### src/rtl/pwm_gen_pkg.sv
// Shared constants and enums for the PWM generator bank.
package pwm_gen_pkg;

    // Duty registers start at DUTY_BASE; TOP and MODE sit just above the NUM_CH duty slots.
    localparam int unsigned DUTY_BASE = 0;
    localparam int unsigned TOP_OFFS  = 0;
    localparam int unsigned MODE_OFFS = 1;

    typedef enum logic {
        ModeEdge   = 1'b0,
        ModeCenter = 1'b1
    } pwm_mode_e;

    typedef enum logic {
        DirUp   = 1'b0,
        DirDown = 1'b1
    } pwm_dir_e;

endpackage

### src/rtl/pwm_prescaler.sv
// Clock prescaler: one tick every (div+1) cycles, div sampled at the start of each prescaler period.
module pwm_prescaler #(
    parameter int DIV_W = 4
) (
    input  logic             clk,
    input  logic             rst_n,
    input  logic [DIV_W-1:0] div,
    output logic             tick
);

    logic [DIV_W-1:0] pre_q;
    logic [DIV_W-1:0] lim_q;
    logic [DIV_W-1:0] lim;

    // A new div is honoured only from the first cycle of a prescaler period.
    assign lim  = (pre_q == '0) ? div : lim_q;
    assign tick = (pre_q == lim);

    always_ff @(posedge clk or negedge rst_n) begin
        if (!rst_n) begin
            pre_q <= '0;
            lim_q <= '0;
        end else begin
            if (pre_q == '0) begin
                lim_q <= div;
            end
            pre_q <= tick ? '0 : pre_q + 1'b1;
        end
    end

endmodule

### src/rtl/pwm_gen_bank.sv
// Multi-channel PWM bank with shadowed duty/TOP/MODE registers loaded at the period boundary.
// Define PWM_CENTER_ALIGNED_EN to add the up/down (center-aligned) counting mode.
module pwm_gen_bank
    import pwm_gen_pkg::*;
#(
    parameter int NUM_CH = 8,
    parameter int CNT_W  = 8,
    parameter int DIV_W  = 4,
    localparam int ADDR_W = $clog2(NUM_CH + 2)
) (
    input  logic              clk,
    input  logic              rst_n,
    input  logic              wr_en,
    input  logic [ADDR_W-1:0] wr_addr,
    input  logic [CNT_W-1:0]  wr_data,
    input  logic [NUM_CH-1:0] ch_en,
    input  logic [DIV_W-1:0]  div,
    output logic [NUM_CH-1:0] pwm_out,
    output logic              period_start
);

    localparam logic [ADDR_W-1:0] TOP_ADDR = ADDR_W'(NUM_CH + TOP_OFFS);

    logic             tick;
    logic             boundary;
    logic [CNT_W-1:0] cnt_q, cnt_d;
    logic [CNT_W-1:0] top_sh, top_act;
    logic             top_hit;
    logic             period_start_q;

    pwm_prescaler #(
        .DIV_W(DIV_W)
    ) u_prescaler (
        .clk  (clk),
        .rst_n(rst_n),
        .div  (div),
        .tick (tick)
    );

    assign top_hit = wr_en && (wr_addr == TOP_ADDR);

`ifdef PWM_CENTER_ALIGNED_EN
    localparam logic [ADDR_W-1:0] MODE_ADDR = ADDR_W'(NUM_CH + MODE_OFFS);

    pwm_mode_e mode_sh, mode_act;
    pwm_dir_e  dir_q, dir_d;
    logic      mode_hit;

    assign mode_hit = wr_en && (wr_addr == MODE_ADDR);

    always_ff @(posedge clk or negedge rst_n) begin
        if (!rst_n) begin
            mode_sh  <= ModeEdge;
            mode_act <= ModeEdge;
            dir_q    <= DirUp;
        end else begin
            if (mode_hit) begin
                mode_sh <= pwm_mode_e'(wr_data[0]);
            end
            if (boundary) begin
                mode_act <= mode_hit ? pwm_mode_e'(wr_data[0]) : mode_sh;
            end
            dir_q <= dir_d;
        end
    end
`endif

    always_comb begin
        cnt_d    = cnt_q;
        boundary = 1'b0;
`ifdef PWM_CENTER_ALIGNED_EN
        dir_d = dir_q;
        if (tick) begin
            if (mode_act == ModeCenter) begin
                if (dir_q == DirUp && cnt_q < top_act) begin
                    cnt_d = cnt_q + 1'b1;
                end else begin
                    cnt_d    = (cnt_q == '0) ? '0 : cnt_q - 1'b1;
                    dir_d    = DirDown;
                    boundary = (cnt_d == '0);
                end
            end else begin
                boundary = (cnt_q >= top_act);
                cnt_d    = boundary ? '0 : cnt_q + 1'b1;
            end
            if (boundary) begin
                dir_d = DirUp;
            end
        end
`else
        if (tick) begin
            boundary = (cnt_q >= top_act);
            cnt_d    = boundary ? '0 : cnt_q + 1'b1;
        end
`endif
    end

    always_ff @(posedge clk or negedge rst_n) begin
        if (!rst_n) begin
            cnt_q          <= '0;
            top_sh         <= '1;
            top_act        <= '1;
            period_start_q <= 1'b0;
        end else begin
            cnt_q <= cnt_d;
            if (top_hit) begin
                top_sh <= wr_data;
            end
            // A write landing on the boundary goes straight to the active copy.
            if (boundary) begin
                top_act <= top_hit ? wr_data : top_sh;
            end
            period_start_q <= boundary;
        end
    end

    assign period_start = period_start_q;

    for (genvar n = 0; n < NUM_CH; n++) begin : g_ch
        localparam logic [ADDR_W-1:0] DUTY_ADDR = ADDR_W'(DUTY_BASE + n);

        logic [CNT_W-1:0] duty_sh, duty_act;
        logic             duty_hit;
        logic             pwm_q;

        assign duty_hit = wr_en && (wr_addr == DUTY_ADDR);

        always_ff @(posedge clk or negedge rst_n) begin
            if (!rst_n) begin
                duty_sh  <= '0;
                duty_act <= '0;
                pwm_q    <= 1'b0;
            end else begin
                if (duty_hit) begin
                    duty_sh <= wr_data;
                end
                if (boundary) begin
                    duty_act <= duty_hit ? wr_data : duty_sh;
                end
                pwm_q <= ch_en[n] && (cnt_q < duty_act);
            end
        end

        assign pwm_out[n] = pwm_q;
    end

endmodule

### config.mk
export PLATFORM = sky130hd
export DESIGN_NAME = pwm_gen_bank
export DESIGN_NICKNAME = d
export VERILOG_FILES = /design/src/rtl/pwm_gen_pkg.sv /design/src/rtl/pwm_prescaler.sv /design/src/rtl/pwm_gen_bank.sv
export SDC_FILE = /design/constraint.sdc
export NUM_CORES = 1
export LEC_CHECK = 0
export CAP_MARGIN = 20
export CORE_AREA = 4 4 152 154
export DETAILED_ROUTE_END_ITERATION = 10
export DIE_AREA = 0 0 156 158
export PLACE_DENSITY_LB_ADDON = 0.3
export SYNTH_ARGS = -nofsm -noshare
export SYNTH_HDL_FRONTEND = slang
export SYNTH_SLANG_ARGS = --single-unit
### constraint.sdc
create_clock -name clk -period 2.82 [get_ports clk]
set_input_delay 0.564 -clock clk [delete_from_list [all_inputs] [get_ports clk]]
set_output_delay 0.564 -clock clk [all_outputs]
set_load 0.1 [all_outputs]
# --- Word level (Yosys, flattened, before mapping) ---
# Index checks and enable logic that the tools add are counted.
totals:
  regBits: 169
  latchBits: 0
  ram_bits: 0
  rom_bits: 0
  inputBits: 27
  out_inout_bits: 9
  wordCells: 82
  memories: 0
op_classes:
  n_addsub: 2
  mul: 0
  div_mod_pow: 0
  magnitude_cmp: 9
  eq_ne: 9
  shift: 0
  muxes: 13
  bitwise: 0
  reduce_logical: 19
ops:
  columns: ["operator", "n"]
  rows:
  - ["$mux W8", 10]
  - ["$lt A8 B8 Y1", 8]
  - ["$logic_and A1 B1 Y1", 17]
  - ["$eq A4 B3 Y1 const B", 4]
  - ["$add A8 B1 Y8 const B", 1]
  - ["$eq A4 B2 Y1 const B", 2]
  - ["$ge A8 B8 Y1", 1]
  - ["$logic_not A4 Y1", 2]
  - ["$mux W4", 2]
  - ["$add A4 B1 Y4 const B", 1]
  - ["$eq A4 B1 Y1 const B", 1]
  - ["$eq A4 B4 Y1", 1]
  - ["$eq A4 B4 Y1 const B", 1]
  - ["$mux W1", 1]

# --- Longest topological paths before layout ---
logic_depth:
  ltp_word: 4
  mapped_depth: 9
  depth_no_buf: 8

# --- Modules after synthesis ---
# Synthesis repeated with hierarchy kept, for this count alone.
hier_totals:
  cells_unflattened: 705
  area_unflattened_um2: 8119.0
by_module_without_submodules:
  columns: ["module", "n_inst", "cells_each", "area_each_um2", "seq_area_each_um2"]
  rows:
  - ["pwm_gen_bank", 1, 663, 7646.1, 4048.9]
  - ["pwm_prescaler", 1, 42, 473.0, 200.2]

# --- Worst setup path before layout ---
# No wires, ideal clock.
synth_timing:
  kind: "register -> register"
  from: "reg u_prescaler.pre_q[0]"
  to: "reg g_ch[0].duty_act[0]"
  setup_time_ns: 0.125
  arrival_time_ns: 2.196
  required_time_ns: 2.695
  setup_slack_ns: 0.499
  stages_incl_launch_ff: 10
  path_buffers: 1
  period_less_slack_ns: 2.321
  path_cell_list: "dfrtp_1 > inv_1 > ha_1 > nor3b_4 > mux2i_1 > a21oi_2 > nand3_4 > nor2_8 > buf_12 > mux2_4"
synth_via:
  elab_chain_len: 4
synth_lines:
  columns: ["element", "line_no", "source"]
  rows:
  - ["from (decl)", "pwm_prescaler.sv:11", "logic [DIV_W-1:0] pre_q;"]
  - ["from (signal assigned)", "pwm_prescaler.sv:27", "pre_q <= tick ? '0 : pre_q + 1'b1;"]
  - ["$logic_not A4 Y1", "pwm_prescaler.sv:16", "assign lim = (pre_q == '0) ? div : lim_q;"]
  - ["$mux W4", "pwm_prescaler.sv:16", null]
  - ["$eq A4 B4 Y1 (*)", "pwm_prescaler.sv:17", "assign tick = (pre_q == lim);"]
  - ["$mux W1 (*)", "pwm_gen_bank.sv:91", "if (tick) begin"]
  - ["to (signal assigned)", "pwm_gen_bank.sv:138", "duty_act <= duty_hit ? wr_data : duty_sh;"]
  - ["to (decl)", "pwm_gen_bank.sv:122", "logic [CNT_W-1:0] duty_sh, duty_act;"]
# Every way passes the cells marked *; elsewhere a longest branch is shown, timed or not.
# A chain may end at the register's enable or synchronous reset.

# --- Worst setup path in the final report ---
layout_timing:
  from: "reg u_prescaler.pre_q[0]"
  to: "reg g_ch[5].duty_act[6]"
layout_via:
  elab_chain_len: 4
layout_lines:
  columns: ["element", "line_no"]
  rows:
  - ["$logic_not A4 Y1", "pwm_prescaler.sv:16"]
  - ["$mux W4", "pwm_prescaler.sv:16"]
  - ["$eq A4 B4 Y1 (*)", "pwm_prescaler.sv:17"]
  - ["$mux W1 (*)", "pwm_gen_bank.sv:91"]
  - ["to (signal assigned)", "pwm_gen_bank.sv:138"]
  - ["to (decl)", "pwm_gen_bank.sv:122"]
# Marked as above.

==> reports/qor.txt <==
Outcome: complete, no violations
Synth top area cells: dfrtp_1 (45%), mux2_4 (12%), mux2_2 (10%), ha_1 (9.8%), dfstp_2 (4.9%)
Core Rows: 54
Max cap viols: 0
Synth Instances: 627
Top post-synthesis cells by count: dfrtp_1 (153), mux2_2 (77), inv_1 (75)
Worst vdd ir: 0.5652 mV
Crit Path Class: reg2reg
DP Area: 9244 um2
Routed wl met2: 8580 um
Pwr dens: 941.7 nW/um2
DR pass1 iterations: 4
Root Buffer: clkbuf_16
Fmax: 375.8 MHz
EDFF count, synth: 0
Clock Skew: 0.01094 ns
Total grt overflow: 0
Wl on met1: 8649 um
Max Slew Vio Count: 0
Ant. Diodes: 0
Sum Neg Setup Slack: 0 ns
Tot GR Track Use: 0.1526
Area delta synth->final: 15.83%
Routed Antenna Nets: 0
Distinct cells, synth: 46
Largest area contributor in the netlist: dfrtp_1
Io pins: 36
Vias per cell: 4.981
Worst Path Arrival: 2.96 ns
Post-DP HPWL: 12,040 um
CP Max Fanout: 21
IO Port Bufs: 35
First-pass GRT wire length: 29,030 um
Startpoint types: flop
Largest net degree at the start of global routing: 67
Initial core utilization: 0.3935
Sequential share of the synthesized area: 0.4979
Final Critical Period: 2.661 ns
Die area: 24,650 um2
Worst Tran Pin Value: 0.7850 ns
Asr flop ratio synth: 1.000
Num CTS Buffers: 17
Hold crit path type: in2async
CTS tree: done
Die Span X: 156 um
Rel. slew slack: 0.4750
Initial antenna violation count: 0
Static leakage: 4.544 nW
Via count: 4,896
Initial DRC count: 179
CTS max path bufs: 2
Yosys Warn Count: 0
Count leader, synth: dfrtp_1
Worst EP required: 3.12 ns
RSZ-0062 raised after global routing: no
Clock latency on the worst-skew pair: 0.42 ns
Fin nets: 784
PostCTS Resize Cnt: 0
Crit share post-route: 0.9436
Top FF cell, synth: dfrtp_1
Clock Pin Slew Worst Setup and Hold Paths: 0.06 ns
Fin. Hold Viols: 0
Core Area: 21,690 um2
DRT Wirelength: 17,900 um
DRC Markers: 0
Mapped Area: 8534 um2
Synth Register Bits: 169
Htree depth: 4
Vias in the first global route: 5,437
Endpoints failing setup: 0
Mapped Nets: 721
Global placement routability congestion: 0.8057
Design Area, Final: 9886 um2
Num Clock Sinks: 169
CP Capture Type: flop
Met3 wire length: 414 um
Synth top area share: 0.4486
Die height: 158 um
Layout cells sized above 1: 0.3371
Routed length per instance: 18.21 um
Syn Area/Cell: 13.61 um2
DR top layer: met4
area by class of cell:
type | count | area, um2
clock inverters | 13 | 201.4
inverters | 75 | 281.5
flip-flops and latches | 169 | 4249
repair buffers | 63 | 589.3
clock buffers | 19 | 432.9
multi-input cells | 364 | 3781
well taps | 280 | 350.3
fillers | 1893 | 11800
placed cells by master, fill, tap and decap left out, types with 3 or more instances in the layout:
cell and instances:
o2bb2ai_1 7, nand3_1 3, nor2_1 7, nand3b_1 3, dfrtp_1 153, inv_1 75, buf_12 4, clkinvlp_4 3
o21a_1 8, a2111oi_0 8, mux2_4 69, nand2_1 9, and3_1 3, clkbuf_16 17, o211ai_1 8, dfstp_2 16
bufinv_16 5, ha_1 67, clkdlybuf4s50_1 25, a21boi_0 14, o21ai_0 24, and2_1 6, buf_4 33, a21oi_1 3
nand2b_1 18, mux2_2 77, clkinv_2 4
through the flow:
step | utilization | cells | setup WS [ns] | power, mW | hold WS (ns)
6_report | 0.4558 | 983 | 0.1590 | 9.309 | 0.1392
5_1_grt | 0.4558 | 983 | 0.005691 | 9.889 | 0.1744
4_1_cts | 0.4555 | 982 | 0.1245 | 9.406 | 0.1571
3_5_place_dp | 0.4262 | 950 | 0.1169 | 6.868 | 0.4857
3_3_place_gp | 0.4262 | 950 | 0.1744 | 6.704 | 0.4766
2_1_floorplan | - | 627 | 0.4991 | 6.164 | 0.2684
final timing paths:
path	startpoint	endpoint	slack (ns)	cells past startpoint
hold / removal	rst_n	g_ch[6].duty_sh[3]	0.14	1
setup reg to reg	u_prescaler.pre_q[0]	g_ch[5].duty_act[6]	0.16	9
min in group clk	g_ch[6].duty_sh[3]	g_ch[6].duty_sh[3]	0.50	1
setup / recovery	u_prescaler.pre_q[0]	g_ch[5].duty_act[6]	0.16	9
max in group asynchronous	rst_n	g_ch[1].duty_act[0]	1.77	2
hold reg to reg	g_ch[6].duty_sh[3]	g_ch[6].duty_sh[3]	0.50	1
cells by family after synthesis:
kind of cell	share of synthesized area
simple gates	0.04823
buf+inv	0.05908
flops	0.4979
mux	0.2242
xor+xnor	0.003079
compound gates	0.06935
fa+ha+maj	0.09823
sequential cells by signal, indices dropped and copies added (netlist names):
register and cells:
period_start 1, u_prescaler.lim_q 4, top_sh 8, cnt_q 8, top_act 8, g_ch.pwm_q 8, g_ch.duty_act 64, u_prescaler.pre_q 4
g_ch.duty_sh 64
layer usage:
metal  up-vias  track usage
li1       2313            -
met1      2484       0.2071
met2        80       0.2507
met3        19      0.03034
met4         0      0.04210
met5         -            0
critical path, cell delays in order, from the launching register on:
cell and delay [ns]:
dfrtp_1 0.43, inv_1 0.13, ha_1 0.20, nor3b_4 0.33, mux2i_1 0.18, a21oi_2 0.22, nand3_4 0.12, nor2_8 0.32
buf_12 0.26, mux2_4 0.32
repair_timing:
item / CTS / global route
endpoints found under the hold margin: 0 / 0
hold buffers: 0 / 0
setup endpoints to repair: 0 / 23
setup buffers: 0 / 1
where the power goes:
group          leakage (nW)  switching, mW  internal (mW)
Clock                 0.303          0.921           1.57
Sequential             2.10          0.371           3.21
Combinational          2.14           1.66           1.58
(Power assumes the default switching activity.)
